===== src/rtl/decoder_pkg.sv =====
// ============================================================================
// Module      : decoder_pkg
// Description : Opcode constants and output-buffer state type shared by
//               instr_decode_stage and dec_skid_buf.
// Revision    : 1.0 - initial release
// ============================================================================
`default_nettype none

package decoder_pkg;

    localparam int OP_NOP       = 0;
    localparam int OP_LOAD_A    = 1;
    localparam int OP_LOAD_B    = 2;
    localparam int OP_ALU_FIRST = 3;

    typedef enum logic [1:0] {
        BUF_EMPTY = 2'd0,
        BUF_ONE   = 2'd1,
        BUF_FULL  = 2'd2
    } buf_state_t;

endpackage

`default_nettype wire


===== src/rtl/dec_skid_buf.sv =====
// ============================================================================
// Module      : dec_skid_buf
// Description : 2-entry in-order valid/ready buffer; output driven from the
//               head register so the consumer sees only flop outputs.
// Revision    : 1.0 - initial release
// ============================================================================
`default_nettype none

module dec_skid_buf
    import decoder_pkg::*;
#(
    parameter int WIDTH = 8
) (
    input  logic             clock,
    input  logic             reset_n,
    input  logic             push_valid,
    output logic             push_ready,
    input  logic [WIDTH-1:0] push_data,
    output logic             pop_valid,
    input  logic             pop_ready,
    output logic [WIDTH-1:0] pop_data
);

    buf_state_t       state_q;
    logic [WIDTH-1:0] head_q;
    logic [WIDTH-1:0] tail_q;
    logic             w_push;
    logic             w_pop;

    assign w_push = push_valid && push_ready;
    assign w_pop  = pop_valid && pop_ready;

    always_ff @(posedge clock or negedge reset_n) begin
        if (!reset_n) begin
            state_q <= BUF_EMPTY;
            head_q  <= '0;
            tail_q  <= '0;
        end else begin
            case (state_q)
                BUF_EMPTY: begin
                    if (w_push) begin
                        head_q  <= push_data;
                        state_q <= BUF_ONE;
                    end
                end
                BUF_ONE: begin
                    if (w_push && w_pop) begin
                        head_q <= push_data;
                    end else if (w_push) begin
                        tail_q  <= push_data;
                        state_q <= BUF_FULL;
                    end else if (w_pop) begin
                        state_q <= BUF_EMPTY;
                    end
                end
                BUF_FULL: begin
                    // Push is impossible here: push_ready is low while FULL.
                    if (w_pop) begin
                        head_q  <= tail_q;
                        state_q <= BUF_ONE;
                    end
                end
                default: state_q <= BUF_EMPTY;
            endcase
        end
    end

    assign push_ready = (state_q != BUF_FULL);
    assign pop_valid  = (state_q != BUF_EMPTY);
    assign pop_data   = head_q;

endmodule

`default_nettype wire


===== src/rtl/instr_decode_stage.sv =====
// ============================================================================
// Module      : instr_decode_stage
// Description : Handshaked instruction decoder with sticky immediates A/B,
//               illegal-opcode detection and a 2-entry output buffer.
//               Define ILLEGAL_COUNT_EN to build the saturating illegal counter.
// Revision    : 1.0 - initial release
// ============================================================================
`default_nettype none

module instr_decode_stage
    import decoder_pkg::*;
#(
    parameter int DATA_W = 32,
    parameter int ADDR_W = 4,
    parameter int OP_W   = 3,
    parameter int OP_MAX = 7
) (
    input  logic                          clock,
    input  logic                          reset_n,
    input  logic                          in_valid,
    output logic                          in_ready,
    input  logic [OP_W+ADDR_W+DATA_W-1:0] in_instr,
    output logic                          out_valid,
    input  logic                          out_ready,
    output logic [OP_W-1:0]               out_op,
    output logic [ADDR_W-1:0]             out_addr_a,
    output logic [ADDR_W-1:0]             out_addr_b,
    output logic [DATA_W-1:0]             out_value_a,
    output logic [DATA_W-1:0]             out_value_b,
    output logic                          out_load_a,
    output logic                          out_load_b,
    output logic                          out_alu,
    output logic                          illegal,
    output logic [7:0]                    illegal_count
);

    localparam int INSTR_W = OP_W + ADDR_W + DATA_W;
    localparam int REC_W   = OP_W + 2*ADDR_W + 2*DATA_W + 3;

    logic [OP_W-1:0]   w_op;
    logic [ADDR_W-1:0] w_field_a;
    logic [DATA_W-1:0] w_payload;
    int                w_op_int;
    logic              w_accept;
    logic              w_illegal;
    logic              w_is_load_a;
    logic              w_is_load_b;
    logic              w_is_alu;
    logic              w_is_record;
    logic [ADDR_W-1:0] w_addr_b;
    logic [DATA_W-1:0] value_a_d, value_a_q;
    logic [DATA_W-1:0] value_b_d, value_b_q;
    logic              illegal_q;
    logic [REC_W-1:0]  w_rec_in;
    logic [REC_W-1:0]  w_rec_out;

    assign w_op      = in_instr[INSTR_W-1 -: OP_W];
    assign w_field_a = in_instr[DATA_W +: ADDR_W];
    assign w_payload = in_instr[DATA_W-1:0];
    assign w_op_int  = int'(w_op);

    assign w_accept    = in_valid && in_ready;
    assign w_illegal   = (w_op_int > OP_MAX);
    assign w_is_load_a = (w_op_int == OP_LOAD_A);
    assign w_is_load_b = (w_op_int == OP_LOAD_B);
    assign w_is_alu    = (w_op_int >= OP_ALU_FIRST) && !w_illegal;
    assign w_is_record = (w_op_int != OP_NOP) && !w_illegal;
    assign w_addr_b    = w_is_alu ? w_payload[DATA_W-1 -: ADDR_W] : '0;

    // The record carries the holds as updated by this very instruction.
    assign value_a_d = (w_accept && w_is_load_a) ? w_payload : value_a_q;
    assign value_b_d = (w_accept && w_is_load_b) ? w_payload : value_b_q;

    always_ff @(posedge clock or negedge reset_n) begin
        if (!reset_n) begin
            value_a_q <= '0;
            value_b_q <= '0;
            illegal_q <= 1'b0;
        end else begin
            value_a_q <= value_a_d;
            value_b_q <= value_b_d;
            illegal_q <= w_accept && w_illegal;
        end
    end

    assign w_rec_in = {w_op, w_field_a, w_addr_b, value_a_d, value_b_d,
                       w_is_load_a, w_is_load_b, w_is_alu};

    dec_skid_buf #(
        .WIDTH (REC_W)
    ) u_buf (
        .clock      (clock),
        .reset_n    (reset_n),
        .push_valid (in_valid && w_is_record),
        .push_ready (in_ready),
        .push_data  (w_rec_in),
        .pop_valid  (out_valid),
        .pop_ready  (out_ready),
        .pop_data   (w_rec_out)
    );

    assign {out_op, out_addr_a, out_addr_b, out_value_a, out_value_b,
            out_load_a, out_load_b, out_alu} = w_rec_out;

    assign illegal = illegal_q;

`ifdef ILLEGAL_COUNT_EN
    logic [7:0] illegal_count_q;

    always_ff @(posedge clock or negedge reset_n) begin
        if (!reset_n) begin
            illegal_count_q <= 8'd0;
        end else if (illegal_q && (illegal_count_q != 8'hFF)) begin
            illegal_count_q <= illegal_count_q + 8'd1;
        end
    end

    assign illegal_count = illegal_count_q;
`else
    assign illegal_count = 8'd0;
`endif

endmodule

`default_nettype wire

===== config.mk =====
export PLATFORM = sky130hd
export DESIGN_NAME = instr_decode_stage
export DESIGN_NICKNAME = d
export VERILOG_FILES = /design/src/rtl/decoder_pkg.sv /design/src/rtl/dec_skid_buf.sv /design/src/rtl/instr_decode_stage.sv
export SDC_FILE = /design/constraint.sdc
export NUM_CORES = 1
export LEC_CHECK = 0
export CAP_MARGIN = 25
export CORE_MARGIN = 10
export CORE_UTILIZATION = 50
export DETAILED_ROUTE_END_ITERATION = 8
export PLACE_DENSITY_LB_ADDON = 0.12
export SLEW_MARGIN = 20
export SYNTH_ARGS = -nofsm -noshare
export SYNTH_HDL_FRONTEND = slang
export SYNTH_SLANG_ARGS = --single-unit

===== constraint.sdc =====
create_clock -name clock -period 1.65 [get_ports clock]
set_input_delay 0.2475 -clock clock [delete_from_list [all_inputs] [get_ports clock]]
set_output_delay 0.2475 -clock clock [all_outputs]
set_load 0.1 [all_outputs]

## After elaboration in Yosys (flattened, before gate mapping)

Index checks and enable logic that the tools add are counted.

| word-level totals | value |
|---|---|
| register bits | 223 |
| input bits | 43 |
| output and inout port bits | 89 |
| logic and storage cells | 50 |

| cells by class | value |
|---|---|
| $lt $le $gt $ge | 2 |
| equal/unequal tests | 10 |
| muxes and demuxes | 13 |
| bitwise operators | 1 |
| reductions and logical operators | 18 |

Operators by type and width:

| cell | number |
|---|---|
| 78-bit 2-to-1 mux | 3 |
| 78-bit one-hot mux with 3 select lines | 1 |
| 32-bit 2-to-1 mux | 2 |
| 32-bit nonzero test | 1 |
| 1-bit logical AND | 10 |
| 2-bit 2-to-1 mux | 5 |
| 4-bit AND reduction | 2 |
| 2-bit by 1-bit inequality test with 1-bit output, second input constant | 3 |
| 2-bit one-hot mux with 3 select lines | 1 |
| 4-bit 2-to-1 mux | 1 |
| 2-bit inequality test, second input constant | 2 |
| 3-bit by 2-bit equality test with 1-bit output, second input constant | 1 |
| 3-bit equality test, second input constant | 1 |
| 3-bit by 2-bit >= comparator with 1-bit output, second input constant | 1 |
| 3-bit greater-than comparator, second input constant | 1 |
| 3-bit by 1-bit inequality test with 1-bit output, second input constant | 1 |
| 3-bit AND reduction | 1 |
| 3-bit nonzero test | 1 |
| 2-bit by 1-bit equality test with 1-bit output, second input constant | 1 |
| 2-bit equality test, second input constant | 1 |
| 2-bit zero test | 1 |
| 2-bit nonzero test | 1 |
| 1-bit zero test | 1 |
| 1-bit NOT | 1 |

## Longest topological paths before layout

Gate-level depths: netlist of run 1.

| logic depth | value |
|---|---|
| word-level depth | 8 |
| depth in mapped cells | 8 |
| depth with buffers taken out | 5 |

## By module

From an unflattened synthesis of run 1, not the netlist that was laid out.

| second synthesis, totals | value |
|---|---|
| cell total of the unflattened synthesis | 589 |
| area total of the unflattened synthesis | 9535.4 um^2 |

By module, submodules not included:

| module | instances | cells an instance | area an instance (um^2) | seq. area each (um^2) |
|---|---|---|---|---|
| dec_skid_buf | 1 | 432 | 6962.9 | 3953.8 |
| instr_decode_stage | 1 | 157 | 2572.5 | 1626.6 |

## Least setup slack after synthesis of run 1

Ideal clock, no wire load.

| timing path | value |
|---|---|
| path kind | register to register |
| start point | register u_buf.state_q[1] |
| end point | register u_buf.head_q[69] (netlist: u_buf.pop_data[69]) |
| setup time | 0.082 ns |
| arrival | 1.815 ns |
| data required time | 1.568 ns |
| path slack | -0.247 ns |
| cell stages (with the launch flop) | 9 |
| buffers on the path | 4 |
| clock period less this slack | 1.897 ns |
| cells stage by stage | dfrtp_1 -> buf_6 -> nor2b_1 -> buf_2 -> inv_6 -> buf_2 -> buf_2 -> nand3_1 -> a31oi_1 |

| between the ends | value |
|---|---|
| cells in the longest elaborated chain, start to end | 5 |
| elaborated cells between the ends (all ways) | 14 |
| classes of those cells | 6 x eq/ne; 1 x mux; 7 x reduce/logical |

RTL lines:

| what | line | text |
|---|---|---|
| from (decl) | dec_skid_buf.sv:24 | `buf_state_t state_q;` |
| from (signal assigned) | dec_skid_buf.sv:35 | `state_q <= BUF_EMPTY;` |
| from (signal assigned) | dec_skid_buf.sv:43 | `state_q <= BUF_ONE;` |
| from (signal assigned) | dec_skid_buf.sv:51 | `state_q <= BUF_FULL;` |
| 2-bit inequality test (*) | dec_skid_buf.sv:68 | `assign push_ready = (state_q != BUF_FULL);` |
| net in_ready | instr_decode_stage.sv:21 | `output logic in_ready,` |
| 1-bit logical AND (*) | dec_skid_buf.sv:30 | `assign w_push = push_valid && push_ready;` |
| 1-bit logical AND | dec_skid_buf.sv:47 | `if (w_push && w_pop) begin` |
| 2-bit by 1-bit inequality test with 1-bit output (no line) | -- |  |
| 4-bit AND reduction (no line) (*) | -- |  |
| to (signal assigned) | dec_skid_buf.sv:42 | `head_q <= push_data;` |
| to (signal assigned) | dec_skid_buf.sv:48 | `head_q <= push_data;` |
| to (signal assigned) | dec_skid_buf.sv:59 | `head_q <= tail_q;` |
| to (decl) | dec_skid_buf.sv:25 | `logic [WIDTH-1:0] head_q;` |

The timed path passes the listed nets; every way through them passes the cells marked *.
A chain may end at the register's enable or synchronous reset.

## Worst setup path in the final report of run 1

| timing path | value |
|---|---|
| start point | register u_buf.state_q[0] |
| end point | register u_buf.head_q[56] (netlist: u_buf.pop_data[56]) |

| between the ends | value |
|---|---|
| cells in the longest elaborated chain, start to end | 6 |
| elaborated cells between the ends (all ways) | 19 |
| classes of those cells | 6 x eq/ne; 4 x mux; 9 x reduce/logical |

RTL lines:

| what | line | text |
|---|---|---|
| 2-bit inequality test | dec_skid_buf.sv:68 |  |
| 1-bit logical AND | instr_decode_stage.sv:62 | `assign w_accept = in_valid && in_ready;` |
| 1-bit logical AND | instr_decode_stage.sv:71 | `assign value_a_d = (w_accept && w_is_load_a) ? w_payload : value_a_q;` |
| 32-bit 2-to-1 mux | instr_decode_stage.sv:71 |  |
| 78-bit 2-to-1 mux, on equally long branches | dec_skid_buf.sv:47, dec_skid_buf.sv:41 |  |
| 78-bit one-hot mux with 3 select lines | dec_skid_buf.sv:39 | `case (state_q)` |

Parallel ways exist; a longest one is shown, timed or not. The select of a mux whose other input is x is not followed.

==> flow_summary.ini, run 1 <==
[pwr]
power-per-cell-area_mw_per_mm2 = 2000
comb_power_share_pct = 48.4
total_leakage_power_uw = 0.00698
ir_drop_uv = 1590
seq_power_share_pct = 31.7
p_int_uw = 17300
power_switching_share_pct = 41.7
p_clk_share_pct = 19.9
netSwitchingPower_uw = 12400

[die]
core.rowCount = 52
core_area_mm2 = 0.0202
chipWidth_um = 163
start_util_pct = 50.7
dieHeight_um = 163
fp.dieArea_mm2 = 0.0266
io_pins = 132

[cells_and_area]
post_layout_nonfiller_instances = 1405
filler_cell_count = 1354
growth_of_design_area_from_synthesis_to_finish_pct = 45.7
num_antenna_cells = 0
share_of_post_route_cells_with_drive_strength_above_1_pct = 37.3
number_of_nets_in_the_finished_design = 1161

[routing]
drtAntennaViolNets = 0
initial_drt_markers = 334
totalWireLength_um = 27800
post_drt_via_cell_ratio = 5.45
detailroute.via_count = 7661
route.detailed.wl_per_inst_um = 19.8
post-route-drc-count = 0
drtPass1Iterations = 4

[sta]
rsz0062_at_grt = yes
post-route-min-period_ps = 1790
slew_headroom_pct = 64.3
report.final.setup_viol = 143
worst-slew-pin-transition_ps = 535
final_max_slew_viol_count = 0
clock-skew-final_ps = 6.80
period_share_pct = 108
max_freq_mhz = 560
hold_slack_final_ps = 279
layout_setup_ws_ps = -137
number_of_hold_slack_violations_in_the_final_timing_report = 0

[logic_synthesis]
synthDominantAreaCellType = sky130_fd_sc_hd__dfrtp_1
synth-main-ff-cell = sky130_fd_sc_hd__dfrtp_1
synth_area_mm2 = 0.0102
synth.top_cells.by_area = sky130_fd_sc_hd__dfrtp_1 55%, sky130_fd_sc_hd__mux2_4 13%, sky130_fd_sc_hd__nand2_1 9.0%
postSynth.asyncResetShare_pct = 100
ys_types = 34
netlist.area_leader.share_pct = 54.6
synth_edf_count = 0
seq_area_frac_synth_pct = 54.6
synthCells = 935
synthTopCellsByCount = 245 x sky130_fd_sc_hd__nand2_1, 223 x sky130_fd_sc_hd__dfrtp_1, 129 x sky130_fd_sc_hd__o21ai_1
synth_most_common_cell = sky130_fd_sc_hd__nand2_1
yosys_warnings = 0
ys_seq_elements = 223
mapped_avg_cell_area_um2 = 10.9

[grt]
grtUsageTotal_pct = 19.1
grt_first_pass_wirelength_um = 41900
first_global_vias = 7859
grt_start_max_net_pins = 66
number_of_antenna_violations_at_the_first_check_in_global_routing = 0
gr-total-overflow = 0

[clock_network]
cts_num_sinks = 223
worst_setup_hold_path_clk_slew_ps = 60
htree_num_levels = 1
clock_latency_reported_for_the_late_side_of_the_worst_skew_pair_ps = 510
cts_tree = done
cts_inserted_buffers = 24
cts-root-to-sink-buffers = 3
cts-root-buf = sky130_fd_sc_hd__clkbuf_16

[placement]
dp.final_hpwl_um = 16800
gp_congestion = 0.764
cell_count_after_placement = 1330
port-buffer-count = 123

[worst_hold_path]
timing.hold.worst.class = primary input to async pin

[status]
run_status = complete, but fails checks
failed_checks = negative setup slack

[worst_setup_path]
worstPathArrival_ps = 2220
critical_path_capture_point_type = register
setup.worst_path.class = register to register
critical_path.max_fanout = 7
setup.worst_path.start_class = register
crit_required_ps = 2080

[run]
cap_violations = 0
[through the flow]
stage,setup slack (ps),utilization [%],power (uW),TNS (ps),instance area [um^2]
after floorplan,-80.6,-,17600,-4800,10300
after global placement,-437,64.7,22700,-63920,13100
after detailed placement,-466,64.7,22900,-68120,13100
after CTS,-105,69.7,29000,-2630,14000
after global routing,-181,73.8,30900,-17390,14900
final,-137,73.8,29700,-9890,14900
[final timing paths]
check                           slack, ps                 end  cells past startpoint             start
worst max-delay path                 -140  u_buf.pop_data[56]                      7  u_buf.state_q[0]
worst min-delay path                  280  u_buf.pop_data[19]                      2           reset_n
worst max register to register       -140  u_buf.pop_data[56]                      7  u_buf.state_q[0]
worst min register to register        470    u_buf.tail_q[74]                      2  u_buf.tail_q[74]
max in group asynchronous             760       value_a_q[12]                      3           reset_n
min in group clock                    300    u_buf.tail_q[74]                      3      in_instr[35]
[worst max-delay path, cell delays in order, from the launching register on]
cell and delay, ps:
sky130_fd_sc_hd__dfrtp_1 440, sky130_fd_sc_hd__and2b_2 280, sky130_fd_sc_hd__o31ai_4 290, sky130_fd_sc_hd__buf_6 170, sky130_fd_sc_hd__clkbuf_16 160, sky130_fd_sc_hd__buf_8 130
sky130_fd_sc_hd__o21ai_1 80, sky130_fd_sc_hd__o21ai_1 150
[sequential cells by signal, indices dropped and copies added, names as in the netlist]
register / count
value_b_q: 32
value_a_q: 32
u_buf.state_q: 2
u_buf.pop_data: 78
illegal: 1
u_buf.tail_q: 78
[power by group through the flow]
stage          Clock, uW  Sequential [uW]  Combinational, uW
6_report            5920             9430              14400
5_1_grt             6230             9690              15000
4_1_cts             6010             9250              13700
3_5_place_dp           0             9290              13600
3_3_place_gp           0             9260              13400
2_1_floorplan          0            14100               3440
[cells by family after synthesis]
| logic type | after synthesis | share of synthesized area [%] |
|---|---|---|
| simple gates | 347 | 15.1 |
| other cells | 1 | 0.0367 |
| flops | 223 | 54.6 |
| buf+inv | 80 | 4.50 |
| compound gates | 154 | 8.15 |
| mux | 130 | 17.6 |
[area by class of cell]
class | instances | area, um^2 | area share (%)
clock buffers | 33 | 736 | 4.94
clock inverters | 10 | 150 | 1.01
inverters | 3 | 18.8 | 0.126
multi-input cells | 640 | 4560 | 30.6
flip-flops and latches | 223 | 5580 | 37.5
well taps | 270 | 338 | 2.27
repair buffers | 226 | 3510 | 23.5
[repair_timing]
action | CTS | global route
hold buffers | 1 | 0
gates cloned | 1 | 14
setup endpoints to repair | 65 | 137
pin swaps | 0 | 45
buffers inserted | 4 | 13
endpoints found under the hold margin | 57 | 0
gates resized for setup | 13 | 102
[per-layer routing]
metal  vias up  global-route usage [%]  wire (um)
li1       3532                       -          -
met1      3884                    25.6      12200
met2       212                    31.4      13600
met3        33                    3.67       1590
met4         0                    4.67        433
met5         -                       0          0
[cell usage in the layout (no fill, tap or decap), types with 9 or more instances in the layout]
master	instances
sky130_fd_sc_hd__clkbuf_16	38
sky130_fd_sc_hd__buf_12	110
sky130_fd_sc_hd__nand2_1	238
sky130_fd_sc_hd__conb_1	9
sky130_fd_sc_hd__a31oi_1	12
sky130_fd_sc_hd__dfrtp_1	223
sky130_fd_sc_hd__mux2_4	116
sky130_fd_sc_hd__nor2_1	10
sky130_fd_sc_hd__o21ai_1	86
sky130_fd_sc_hd__buf_4	46
sky130_fd_sc_hd__o21ai_2	42
sky130_fd_sc_hd__and3_1	64
sky130_fd_sc_hd__mux2_2	10
sky130_fd_sc_hd__clkdlybuf4s50_1	41
sky130_fd_sc_hd__nand3_1	10
(Power assumes the default switching activity.)
==> run 2: changes to the inputs <==
CORE_UTILIZATION = 30   (was 50)
CTS_CLUSTER_DIAMETER = 100   (was not set)
==> run 2 against run 1 <==
Effect of this change: the flow still finishes with violations (negative setup slack); design area rose by 3.1%; flip-flop and latch count stayed put; combinational power barely moved; worst hold slack worse by 43 ps; sequential share of layout area shrank 1.1 points; fmax decreased by 5.5%; wire length increased by 14%; clock power is 3% lower; cell count up 14%; global-route usage is 4.6 points lower; clock skew increased by 4.3 ps.
==> flow_summary.ini, run 2 (same netlist as run 1, synthesis figures left out) <==
[sta]
clock-skew-final_ps = 11.1
number_of_hold_slack_violations_in_the_final_timing_report = 0
slew_headroom_pct = 65.7
report.final.setup_viol = 154
worst-slew-pin-transition_ps = 514
final_max_slew_viol_count = 0
rsz0062_at_grt = yes
max_freq_mhz = 529
period_share_pct = 115
layout_setup_ws_ps = -240
post-route-min-period_ps = 1890

[worst_setup_path]
worstPathBufferInverterCount = 5
timing.reg2reg.worst_path_depth = 9
setup.worst_path.start_class = register
rr_endpoint = u_buf.pop_data[64]
cell_count_along_the_critical_path = 9
regToRegSetupSlack_ps = -240
endpoint = u_buf.pop_data[64]
critical_path.max_fanout = 6
reg2reg_from = u_buf.state_q[0]
critical_path_capture_point_type = register
setup.worst_path.class = register to register
worstPathArrival_ps = 2350
critical_path.max_stage_delay_ps = 400
cp_cell_sequence = buf_6, and2b_2, buf_6, o31ai_4, buf_4, buf_12, clkbuf_16, o21ai_2, o21ai_1
worst_setup_path_startpoint = u_buf.state_q[0]
crit_required_ps = 2110
slowest_stage = sky130_fd_sc_hd__dfrtp_1
worst_path_dominant_cell_family = buffers and inverters
worst_path_most_repeated_cell = sky130_fd_sc_hd__buf_6

[clock_network]
worst_setup_hold_path_clk_slew_ps = 60
cts-root-buf = sky130_fd_sc_hd__clkbuf_16
cts_tree = done
cts_num_sinks = 223
clock_latency_reported_for_the_late_side_of_the_worst_skew_pair_ps = 530
cts-root-to-sink-buffers = 3
cts_inserted_buffers = 27
htree_num_levels = 1

[placement]
dpl-instance-area_mm2 = 0.0132
dp_worst_setup_slack_ps = -508
port-buffer-count = 123
gp_congestion = 0.723
dp.final_hpwl_um = 18700

[status]
failed_checks = negative setup slack
run_status = complete, but fails checks

[die]
io_pins = 132
dieHeight_um = 205
start_util_pct = 30.4
chipWidth_um = 205
core_area_mm2 = 0.0336
core.rowCount = 67
fp.dieArea_mm2 = 0.0419

[grt]
grtUsageTotal_pct = 14.5
gr-total-overflow = 0
first_global_vias = 8050
grt_start_max_net_pins = 53
grt_first_pass_wirelength_um = 48300
number_of_antenna_violations_at_the_first_check_in_global_routing = 0

[routing]
drtAntennaViolNets = 0
post_drt_via_cell_ratio = 4.75
detailroute.via_count = 7583
initial_drt_markers = 402
totalWireLength_um = 31800
drtPass1Iterations = 4
route.detailed.wl_per_inst_um = 19.9
post-route-drc-count = 0

[cells_and_area]
layout.cells.most_common = sky130_fd_sc_hd__nand2_1
mostFrequentLayoutCells = 244 x sky130_fd_sc_hd__nand2_1, 223 x sky130_fd_sc_hd__dfrtp_1, 122 x sky130_fd_sc_hd__mux2_4
growth_of_design_area_from_synthesis_to_finish_pct = 50.1
layout.cell_area.non_filler_mm2 = 0.0153
number_of_nets_in_the_finished_design = 1173
share_of_post_route_cells_with_drive_strength_above_1_pct = 38.6
num_antenna_cells = 0

[worst_hold_path]
timing.hold.worst.class = primary input to async pin

[pwr]
power-per-cell-area_mw_per_mm2 = 1950
ir_drop_uv = 1080
total_leakage_power_uw = 0.00709

[run]
cap_violations = 0
run 2: cell count changes in the layout (fill, tap and decap cells not counted), moves of 7 or more:
cell | previous run | this run
sky130_fd_sc_hd__buf_6 | 8 | 25
sky130_fd_sc_hd__o21ai_1 | 86 | 72
sky130_fd_sc_hd__buf_4 | 46 | 37
sky130_fd_sc_hd__clkbuf_1 | 0 | 7
sky130_fd_sc_hd__o21ai_2 | 42 | 55
run 2: worst min-delay path by stage:
stage / cells past startpoint / endpoint / startpoint
after floorplan: 0 / illegal / reset_n
after global placement: 1 / value_a_q[4] / reset_n
after detailed placement: 1 / u_buf.pop_data[37] / reset_n
after CTS: 2 / value_a_q[1] / reset_n
after global routing: 2 / u_buf.tail_q[35] / reset_n
final: 2 / value_a_q[0] / reset_n
run 2: metal layers:
layer | GRT usage (%) | share of wire (%) | wire length, um | vias to the layer above
li1 | - | - | - | 3563
met1 | 19.9 | 48 | 15300 | 3868
met2 | 23.5 | 46 | 14800 | 124
met3 | 2.54 | 4.2 | 1340 | 28
met4 | 2.86 | 1.1 | 363 | 0
met5 | 0 | 0 | 0 | -
run 2: layout make-up:
class / count / area [um^2]
timing repair buffer: 235 / 3680
inverter: 3 / 16.3
fill: 3082 / 18300
multi-input combinational: 640 / 4660
sequential: 223 / 5580
clock buffer: 40 / 785
tap: 448 / 561
clock inverter: 8 / 68.8
run 2: power by group:
group / switching (uW) / total [uW] / internal (uW) / leakage [uW]
registers: 1880 / 9440 / 7560 / 0.00273
logic: 8420 / 14700 / 6240 / 0.00393
clock network: 2340 / 5770 / 3420 / 0.000426
run 2: stage by stage:
stage	util [%]	std cells	total power (uW)	hold WS (ps)	setup TNS (ps)
2_1_floorplan	-	943	17600	-48.1	-4800
3_3_place_gp	39.2	1503	22800	203	-81240
3_5_place_dp	39.2	1503	23000	204	-78270
4_1_cts	43.8	1576	29500	232	-29870
5_1_grt	45.6	1597	31200	251	-33180
6_report	45.6	1597	29900	236	-23210
run 2: timing repair:
action	in CTS	in global routing
pin swaps	11	48
hold endpoints to repair	42	0
buffers inserted	15	19
endpoints found under the setup margin	138	168
hold buffers	1	0
cloned	10	9
resized for setup	63	112
